### config.mk
export PLATFORM = sky130hd
export DESIGN_NAME = rv32v_ex_sequencer
export DESIGN_NICKNAME = d
export VERILOG_FILES = /design/src/rtl/rv32v_ex_sequencer.sv
export SDC_FILE = /design/constraint.sdc
export NUM_CORES = 1
export LEC_CHECK = 0
export BUFFER_PORTS_ARGS = -buffer_cell sky130_fd_sc_hd__buf_2
export CORE_ASPECT_RATIO = 0.7
export CORE_MARGIN = 4
export CORE_UTILIZATION = 59
export DETAILED_ROUTE_END_ITERATION = 10
export GPL_ROUTABILITY_DRIVEN = 0
export PLACE_DENSITY = 0.95
export SLEW_MARGIN = 15
export SYNTH_ARGS = -nofsm -noshare
export SYNTH_HDL_FRONTEND = slang
export SYNTH_SLANG_ARGS = --single-unit
### constraint.sdc
create_clock -name CLK -period 4.8 [get_ports CLK]
set_input_delay 0.96 -clock CLK [delete_from_list [all_inputs] [get_ports CLK]]
set_output_delay 0.96 -clock CLK [all_outputs]
set_load 0.02 [all_outputs]
### src/rtl/rv32v_ex_sequencer.sv
// rv32v_ex_sequencer: splits a vector instruction of length vl into
// LANES-wide chunks, one chunk per unstalled cycle, toward the memory stage.
// busy_ex asks the hazard unit to hold decode while chunks remain.
// Optional macro RV32V_EX_SEQ_PERF_EN adds a saturating stall_cycles counter.
module rv32v_ex_sequencer #(
  parameter int LANES = 4,
  parameter int VL_W  = 8
) (
  input  logic              CLK,
  input  logic              RST,
  input  logic              dec_valid,
  input  logic [VL_W-1:0]   dec_vl,
  input  logic [4:0]        dec_vd,
  input  logic              stall_ex,
  input  logic              flush_ex,
  output logic              busy_ex,
  output logic              out_valid,
  output logic [VL_W-1:0]   out_idx,
  output logic [LANES-1:0]  out_mask,
  output logic              out_last,
  output logic [4:0]        out_vd
`ifdef RV32V_EX_SEQ_PERF_EN
  ,
  output logic [31:0]       stall_cycles
`endif
);

  typedef enum logic {IDLE = 1'b0, RUN = 1'b1} state_t;

  // One extra bit so next index + LANES can never wrap past vl.
  localparam logic [VL_W:0] LANES_W = (VL_W+1)'(LANES);

  state_t             state_reg;
  logic [VL_W:0]      next_idx_reg;
  logic [VL_W:0]      vl_reg;
  logic [4:0]         vd_reg;
  logic               out_valid_reg;
  logic [VL_W-1:0]    out_idx_reg;
  logic [LANES-1:0]   out_mask_reg;
  logic               out_last_reg;
  logic [4:0]         out_vd_reg;

  logic [LANES-1:0]   accept_mask;
  logic [LANES-1:0]   run_mask;
  logic               accept_last;
  logic               run_last;

  // Per-lane activity for the first chunk (from decode) and for later chunks.
  genvar gi;
  generate
    for (gi = 0; gi < LANES; gi++) begin : g_lane
      localparam logic [VL_W:0] LANE_OFS = (VL_W+1)'(gi);
      assign accept_mask[gi] = LANE_OFS < {1'b0, dec_vl};
      assign run_mask[gi]    = (next_idx_reg + LANE_OFS) < vl_reg;
    end
  endgenerate

  assign accept_last = {1'b0, dec_vl} <= LANES_W;
  assign run_last    = (next_idx_reg + LANES_W) >= vl_reg;

  // busy_ex depends on state only, so the hazard unit sees no loop through it.
  assign busy_ex   = (state_reg == RUN);
  assign out_valid = out_valid_reg;
  assign out_idx   = out_idx_reg;
  assign out_mask  = out_mask_reg;
  assign out_last  = out_last_reg;
  assign out_vd    = out_vd_reg;

  // Sequencer FSM with registered chunk outputs; reset > flush > stall > issue.
  always_ff @(posedge CLK) begin
    if (RST) begin
      state_reg     <= IDLE;
      next_idx_reg  <= '0;
      vl_reg        <= '0;
      vd_reg        <= '0;
      out_valid_reg <= 1'b0;
      out_idx_reg   <= '0;
      out_mask_reg  <= '0;
      out_last_reg  <= 1'b0;
      out_vd_reg    <= '0;
    end else if (flush_ex) begin
      state_reg     <= IDLE;
      next_idx_reg  <= '0;
      out_valid_reg <= 1'b0;
      out_mask_reg  <= '0;
      out_last_reg  <= 1'b0;
    end else if (!stall_ex) begin
      // Default: no chunk this cycle; overridden below when one issues.
      out_valid_reg <= 1'b0;
      out_mask_reg  <= '0;
      out_last_reg  <= 1'b0;
      case (state_reg)
        IDLE: begin
          if (dec_valid && (dec_vl != '0)) begin
            vl_reg        <= {1'b0, dec_vl};
            vd_reg        <= dec_vd;
            out_valid_reg <= 1'b1;
            out_idx_reg   <= '0;
            out_mask_reg  <= accept_mask;
            out_last_reg  <= accept_last;
            out_vd_reg    <= dec_vd;
            if (!accept_last) begin
              next_idx_reg <= LANES_W;
              state_reg    <= RUN;
            end
          end
        end
        RUN: begin
          out_valid_reg <= 1'b1;
          out_idx_reg   <= next_idx_reg[VL_W-1:0];
          out_mask_reg  <= run_mask;
          out_last_reg  <= run_last;
          out_vd_reg    <= vd_reg;
          next_idx_reg  <= next_idx_reg + LANES_W;
          if (run_last) begin
            state_reg <= IDLE;
          end
        end
        default: state_reg <= IDLE;
      endcase
    end
  end

`ifdef RV32V_EX_SEQ_PERF_EN
  logic [31:0] stall_cycles_reg;
  assign stall_cycles = stall_cycles_reg;

  // Count stalled RUN cycles, saturating; only reset clears it.
  always_ff @(posedge CLK) begin
    if (RST) begin
      stall_cycles_reg <= '0;
    end else if ((state_reg == RUN) && stall_ex && (stall_cycles_reg != 32'hFFFF_FFFF)) begin
      stall_cycles_reg <= stall_cycles_reg + 32'd1;
    end
  end
`endif

endmodule

After elaboration in Yosys (flattened, before gate mapping)
Cells that the tools add are included.
Word-level totals
  register bits: 42
  output and inout port bits: 20
  word-level logic and storage cells: 51
  input bits: 18
Cells by class
  reduce and logical (&&, ||, !) cells: 6
  equal/unequal tests: 2
  $lt $le $gt $ge: 10
  bitwise gates (word level): 3
  mux-type cells: 17
  add/sub/neg operators: 4
Operator list (number)
  less-than comparator 9 x 8 -> 1 bit: 4
  adder 9 x 2 -> 9 bit (second input constant): 2
  2-to-1 mux 9 bit: 2
  one-hot mux 9 bit (2 select lines): 1
  less-than comparator 1 x 8 -> 1 bit (first input constant): 2
  less-than comparator 2 x 8 -> 1 bit (first input constant): 2
  one-hot mux 8 bit (2 select lines): 1
  one-hot mux 5 bit (2 select lines): 1
  adder 9 x 1 -> 9 bit (second input constant): 1
  adder 9 x 3 -> 9 bit (second input constant): 1
  >= comparator 9 x 8 -> 1 bit: 1
  less-or-equal comparator 8 x 3 -> 1 bit (second input constant): 1
  2-to-1 mux 8 bit: 1
  one-hot mux 4 bit (2 select lines): 1
  nonzero test 8 bit: 1
  one-hot mux 1 bit (2 select lines): 3
  AND reduction 3 bit: 2
  2-to-1 mux 1 bit: 5
  2-to-1 mux 5 bit: 1
  2-to-1 mux 4 bit: 1
  inequality test 2 bit (second input constant): 2
  AND reduction 4 bit: 1
  inverter 1 bit: 3
  OR reduction 2 bit: 1
  logical AND 1 bit: 1

Logic depth before layout (Yosys ltp)
Gate-level depths: netlist (run 1).
  word-level depth: 4
  depth in mapped cells: 10
  mapped depth without buffers: 9

Least setup slack after synthesis (run 1)
Ideal clock, no wire load.
  kind: in2reg
  from: in dec_vl[4]
  to: reg next_idx_reg[8]
  arrival: 2.122 ns
  buffers on the path: 0
  setup time: 0.074 ns
  data required time: 4.726 ns
  stages: 4
  path slack: 2.604 ns
  path through: or4_4 o311ai_4 nand2_2 a31oi_1
Between the ends
  word-level cells in the longest chain between the ends: 4
  elaborated cells on any way between the ends: 6
  those cells by class: order compare: 1; eq/ne: 2; reduce/logical: 3
Ends and longest elaborated chain
  start: declaration: line 12  | input logic [VL_W-1:0] dec_vl,
  branches (longest 3 deep; another with less-or-equal comparator 8 x 3 -> 1 bit)
  AND reduction 3 bit (no source line) *
  end signal: assignment: line 114  | next_idx_reg <= next_idx_reg + LANES_W;
  end: declaration: line 34  | logic [VL_W:0] next_idx_reg;
Mark *: on every way between the ends.
A chain may end at the register's enable or synchronous reset.

Worst setup path in the final report (run 1)
  from: reg next_idx_reg[3]
  to: reg state_reg (netlist: busy_ex)
Between the ends
  word-level cells in the longest chain between the ends: 4
Ends and longest elaborated chain
  adder 9 x 3 -> 9 bit: line 59  | assign run_last = (next_idx_reg + LANES_W) >= vl_reg;
  >= comparator 9 x 8 -> 1 bit: line 59
  2-to-1 mux 1 bit: line 115  | if (run_last) begin
  one-hot mux 1 bit (2 select lines): line 92  | case (state_reg)
  end signal: assignment: line 104  | state_reg <= RUN;
  end signal: assignment: line 116  | state_reg <= IDLE;
  end signal: assignment: line 119  | default: state_reg <= IDLE;
  end: declaration: line 33  | state_t state_reg;
No other way between the ends.

==> qor.txt, run 1 <==
Worst path top cell family by delay: simple AND/OR/NAND/NOR gates
Post-synthesis sequential area ratio: 34.4%
Htree depth: 2
Starting DRT DRC Count: 220
CTS buffer count: 5
Post-synthesis register bit count: 38
Final period utilization: 52.3%
Post-cts sizing count: 0
Crit path largest cell delay: 0.52 ns
Setup_tns: 0 ns
Post-synth EDFFs: 0
I/O Buffers: 35
Skew-Pair Late Insertion Delay: 0.30 ns
Leak pwr: 0.00109 uW
# nets final: 319
Via total after detailed routing: 2096
Initial Util: 62.2%
Placement Setup Slack: 2.08 ns
Max Cap Viol: 0
Critical path endpoint category: register
Drt total wl: 5550 um
Synth Instances: 253
Max-slew headroom: 39.4%
GR Overflow Total: 0
VDD IR max: 0.296 mV
Non-filler cells, final: 329
Layout cells sized above 1: 17.9%
Global-route wire length before repair: 9160 um
Endpoints failing setup: 0
Final Cell Area: 2470 um^2
Largest register FFs: 8
Root Driver: clkbuf_8
Worst-Margin Slew: 0.906 ns
Hold WC Path Type: register to register
Syn Area/Cell: 8.75 um^2
Ys async rst share: 0%
Power density cells: 267 nW/um^2
Tot GR Track Use: 24.7%
Crit-path cells: ha_1 > nand3_1 > xnor2_1 > ha_1 > nand4_1 > a21oi_1 > nor4_2 > nor2_1 > a211oi_1
Clock Skew: 0.00563 ns
Die extent in y: 59.2 um
Vias in the first global route: 2007
Distinct cells, synth: 47
Minimum clock period: 2.51 ns
Max frequency: 398 MHz
Synth Warn #: 0
DRT antenna net count: 0
Post-Place Cells: 321
Core Box Area: 3560 um^2
Initial antenna violation count: 0
Clk sink count: 38
Crit-path most repeated cell: ha_1
RSZ-0062 raised after global routing: no
Number of I/O pins: 38
Number of diodes: 0
Slowest cell on crit path: dfxtp_1
Crit path buf inv count: 0
Critical path startpoint category: register
Avg WL per Cell: 16.9 um
FP Rows: 18
Die width: 81.2 um
Fin. Hold Viols: 0
Final setup margin: 2.29 ns
Post-CTS setup repair buffer count: 0
Slew Limit Fails: 0
Placed inst area: 2370 um^2
Synth-to-layout area growth: 11.4%
Clock transition at path regs: 0.07 ns
# hold bufs at CTS: 0
DRC viols: 0
Status: finished clean
Crit path max fanout: 7
Ys flop type: dfxtp_1
Mapped cell area: 2210 um^2
TritonCTS clock tree: built
Critical path class: register to register
DIE AREA: 4810 um^2
Bufs on Longest Clock Path: 2
Vias/cell: 6.37
Worst Path Required: 5.02 ns
Largest net degree at the start of global routing: 22
Arrival @ worst endpoint: 2.73 ns
First-pass DRT Iterations: 6
Detailed placement HPWL: 4130 um
[worst paths after layout]
| kind | cells after the start | slack, ns | endpoint | startpoint |
|---|---|---|---|---|
| max | 9 | 2.29 | busy_ex$_SDFFE_PP0N_ | next_idx_reg[3]$_SDFFE_PP0P_ |
| min | 1 | 0.47 | out_idx[2]$_SDFFE_PP0P_ | out_idx[2]$_SDFFE_PP0P_ |
| max reg2reg | 9 | 2.29 | busy_ex$_SDFFE_PP0N_ | next_idx_reg[3]$_SDFFE_PP0P_ |
| min reg2reg | 1 | 0.47 | out_idx[2]$_SDFFE_PP0P_ | out_idx[2]$_SDFFE_PP0P_ |
[layer usage]
layer / global-route usage, % / vias up / routed length (um)
li1: - / 971 / -
met3: 4.26 / 13 / 541
met2: 39.4 / 146 / 2520
met5: 0 / - / 0
met4: 9.64 / 0 / 103
met1: 33.4 / 966 / 2390
[power by group]
part           internal, uW  switching, uW
clock network           115            119
logic                  36.5           56.8
registers               324           6.58
[worst reg2reg max path: stages, from the launching register on]
cell	delay [ns]
dfxtp_1	0.52
ha_1	0.34
nand3_1	0.25
xnor2_1	0.20
ha_1	0.30
nand4_1	0.11
a21oi_1	0.06
nor4_2	0.35
nor2_1	0.08
a211oi_1	0.21
[layout make-up]
type | instances | area (um^2)
Multi-Input combinational cell | 186 | 1330
Fill cell | 288 | 1090
Sequential cell | 38 | 761
Timing Repair Buffer | 35 | 175
Clock buffer | 6 | 82.6
Tap cell | 50 | 62.6
Inverter | 12 | 45.0
Clock inverter | 2 | 12.5
[cells by family (layout without fill, tap and decap cells)]
| group | after synthesis | count (layout) | share of synthesized area, % |
|---|---|---|---|
| xor+xnor | 4 | 4 | 1.58 |
| compound gates | 68 | 68 | 21.4 |
| mux | 18 | 18 | 8.14 |
| buf+inv | 30 | 55 | 5.82 |
| fa+ha+maj | 23 | 23 | 13.0 |
| simple gates | 71 | 71 | 15.5 |
| other cells | 1 | 2 | 0.169 |
| flops | 38 | 38 | 34.4 |
[synthesized netlist by cell type (all sizes together), types with 2 or more instances]
master	count	share of area (%)
o211ai	2	0.68
xor2	2	0.79
nor2b	2	0.57
o2111ai	2	0.79
a21oi	16	3.8
a22o	6	2.4
inv	12	2.0
nor4	5	1.7
a211oi	7	2.4
nand2	12	2.1
o21ai	13	2.9
dfxtp	38	34
o311ai	2	1.6
mux2i	18	8.1
o21a	6	2.0
nand4	2	0.57
or4	2	0.85
nand3	6	1.4
ha	23	13
clkbuf	10	1.7
nor3	7	1.6
a31oi	5	1.4
buf	8	2.1
nor2	30	5.1
xnor2	2	0.79
[stage by stage]
step	total power, uW	utilization (%)	hold slack (ns)
2_1_floorplan	399	-	0.463
3_3_place_gp	424	66.6	0.454
3_5_place_dp	428	66.6	0.455
4_1_cts	655	69.3	0.473
5_1_grt	678	69.3	0.495
6_report	658	69.3	0.469
[cell usage in the layout, fill, tap and decap left out, drive strengths merged, types with 2 or more instances in the layout]
| cell | Yosys | routed |
|---|---|---|
| nand3 | 6 | 6 |
| nor2 | 30 | 30 |
| nand4 | 2 | 2 |
| nor2b | 2 | 2 |
| mux2i | 18 | 18 |
| a31oi | 5 | 5 |
| ha | 23 | 23 |
| inv | 12 | 12 |
| dfxtp | 38 | 38 |
| o21a | 6 | 6 |
| o311ai | 2 | 2 |
| nand2 | 12 | 12 |
| o21ai | 13 | 13 |
| nor4 | 5 | 5 |
| a211oi | 7 | 7 |
| buf | 8 | 35 |
| nor3 | 7 | 7 |
| a21oi | 16 | 16 |
| xor2 | 2 | 2 |
| a22o | 6 | 6 |
| o211ai | 2 | 2 |
| o2111ai | 2 | 2 |
| or4 | 2 | 2 |
| clkbuf | 10 | 6 |
| xnor2 | 2 | 2 |
| conb | 1 | 2 |
Note: power is estimated with default switching activity, not from simulation.
==> run 2: changes to the inputs <==
--- a/config.mk
+++ b/config.mk
@@ -8,10 +8,10 @@
 export BUFFER_PORTS_ARGS = -buffer_cell sky130_fd_sc_hd__buf_2
 export CORE_ASPECT_RATIO = 0.7
 export CORE_MARGIN = 4
-export CORE_UTILIZATION = 59
+export CORE_UTILIZATION = 56
 export DETAILED_ROUTE_END_ITERATION = 10
 export GPL_ROUTABILITY_DRIVEN = 0
-export PLACE_DENSITY = 0.95
+export PLACE_DENSITY = 0.92
 export SLEW_MARGIN = 15
 export SYNTH_ARGS = -nofsm -noshare
 export SYNTH_HDL_FRONTEND = slang
==> constraint.sdc (replaced) <==
create_clock -name CLK -period 2.6 [get_ports CLK]
set_input_delay 0.52 -clock CLK [delete_from_list [all_inputs] [get_ports CLK]]
set_output_delay 0.52 -clock CLK [all_outputs]
set_load 0.02 [all_outputs]
==> qor.txt, run 2 (same netlist as run 1, synthesis figures left out) <==
Status: finished clean
Crit-path cells: nand3_1 > nor2_1 > xor2_1 > ha_1 > a21oi_1 > o21ai_0 > nor4_2 > nor2_1 > a211oi_1
Clk sink count: 38
Power density cells: 514 nW/um^2
Number of diodes: 0
Crit path max fanout: 8
Via total after detailed routing: 2043
Layout cells sized above 1: 18.9%
Crit path buf inv count: 0
# nets final: 321
Bufs on Longest Clock Path: 2
Clock Power Share: 39.2%
Hold WC Path Type: register to register
Htree depth: 2
Starting DRT DRC Count: 171
Max-slew headroom: 65.8%
Critical path endpoint category: register
Post-cts sizing count: 0
Final Cell Area: 2500 um^2
Clock Skew: 0.00499 ns
DRT antenna net count: 0
FP Rows: 18
Slowest cell on crit path: dfxtp_1
Avg WL per Cell: 17.3 um
Post-CTS setup repair buffer count: 0
Clock transition at path regs: 0.07 ns
Int Power: 973 uW
Largest net degree at the start of global routing: 22
TritonCTS clock tree: built
# hold bufs at CTS: 0
Leak pwr: 0.00111 uW
Arrival @ worst endpoint: 2.57 ns
FILL cells: 292
R2R Setup Slk: 0.23 ns
Worst path top cell family by delay: simple AND/OR/NAND/NOR gates
I/O Buffers: 35
NetSw: 315 uW
Die width: 83.1 um
Comb pwr share: 13.5%
DIE AREA: 5040 um^2
Die extent in y: 60.6 um
DRC viols: 0
Final setup margin: 0.227 ns
Root Driver: clkbuf_8
Worst-Margin Slew: 0.511 ns
Critical path startpoint category: register
First-pass DRT Iterations: 4
Skew-Pair Late Insertion Delay: 0.29 ns
Max frequency: 421 MHz
Max Cap Viol: 0
VDD IR max: 0.336 mV
Core Box Area: 3670 um^2
Detailed placement HPWL: 4200 um
RSZ-0062 raised after global routing: no
Fin util: 68.2%
Final period utilization: 91.3%
Setup_tns: 0 ns
Crit-path most repeated cell: nor2_1
Tot GR Track Use: 23.2%
Initial antenna violation count: 0
Overall power: 1290 uW
Synth-to-layout area growth: 13.2%
Commonest non-fill, non-tap cell in the layout: dfxtp_1
Initial Util: 60.3%
Drt total wl: 5700 um
Slew Limit Fails: 0
Number of I/O pins: 38
Critical path class: register to register
Crit path largest cell delay: 0.51 ns
Sw Share: 24.5%
Most frequent cells in the layout: dfxtp_1 (37), buf_2 (35), nor2_1 (30), ha_1 (23), mux2i_1 (18)
Minimum clock period: 2.37 ns
Flop pwr share: 47.3%
Placement Setup Slack: 0.276 ns
Largest register FFs: 8
GR Overflow Total: 0
Global-route wire length before repair: 9050 um
Fin. Hold Viols: 0
Vias in the first global route: 1902
Placed inst area: 2390 um^2
Endpoints failing setup: 0
CTS buffer count: 5
Vias/cell: 6.19
Worst Path Required: 2.80 ns
run 2: cell count changes in the layout (fill, tap and decap cells not counted), sizes merged:
cell	previous run	this run
buf	35	37
bufinv	0	1
clkinv	1	0
clkinvlp	1	0
run 2: path summary, 6_finish.rpt:
kind / startpoint / to / cells after the start
worst max-delay path: next_idx_reg[4]$_SDFFE_PP0P_ / busy_ex$_SDFFE_PP0N_ / 9
worst min-delay path: out_idx[6]$_SDFFE_PP0P_ / out_idx[6]$_SDFFE_PP0P_ / 1
worst max register to register: next_idx_reg[4]$_SDFFE_PP0P_ / busy_ex$_SDFFE_PP0N_ / 9
worst min register to register: out_idx[6]$_SDFFE_PP0P_ / out_idx[6]$_SDFFE_PP0P_ / 1
run 2: worst reg2reg max path, delay by kind of cell (launching register included):
kind	cells	cell delay, ns
AND/OR/NAND/NOR	4	0.75
adder cells (fa/ha/maj)	1	0.30
XOR/XNOR	1	0.22
flip-flops	1	0.51
AO/OA/AOI/OAI	3	0.50
run 2: metrics by stage:
stage                     cells  hold slack, ns
final                       330           0.481
after global routing        330           0.499
after floorplan             254           0.463
after CTS                   330           0.483
after detailed placement    323           0.461
after global placement      323           0.461
run 2: final cells by class:
| type | instances | area, um^2 | share of cell area [%] |
|---|---|---|---|
| multi-input cells | 186 | 1330 | 53.2 |
| flip-flops and latches | 38 | 762 | 30.4 |
| repair buffers | 37 | 190 | 7.59 |
| clock buffers | 6 | 82.6 | 3.30 |
| well taps | 50 | 62.6 | 2.50 |
| inverters | 12 | 45.0 | 1.80 |
| clock inverters | 1 | 30.0 | 1.20 |
run 2: power groups by stage:
stage	clock network [uW]	registers, uW	logic, uW
after floorplan	0	629	108
after global placement	0	621	162
after detailed placement	0	622	168
after CTS	509	609	171
after global routing	543	611	189
final	505	609	174
run 2: metal layers:
layer	track usage [%]	share of wire (%)	up-vias
li1	-	-	970
met1	31.0	45	962
met2	35.5	44	94
met3	8.28	9.1	17
met4	7.69	1.9	0
met5	0	0	-
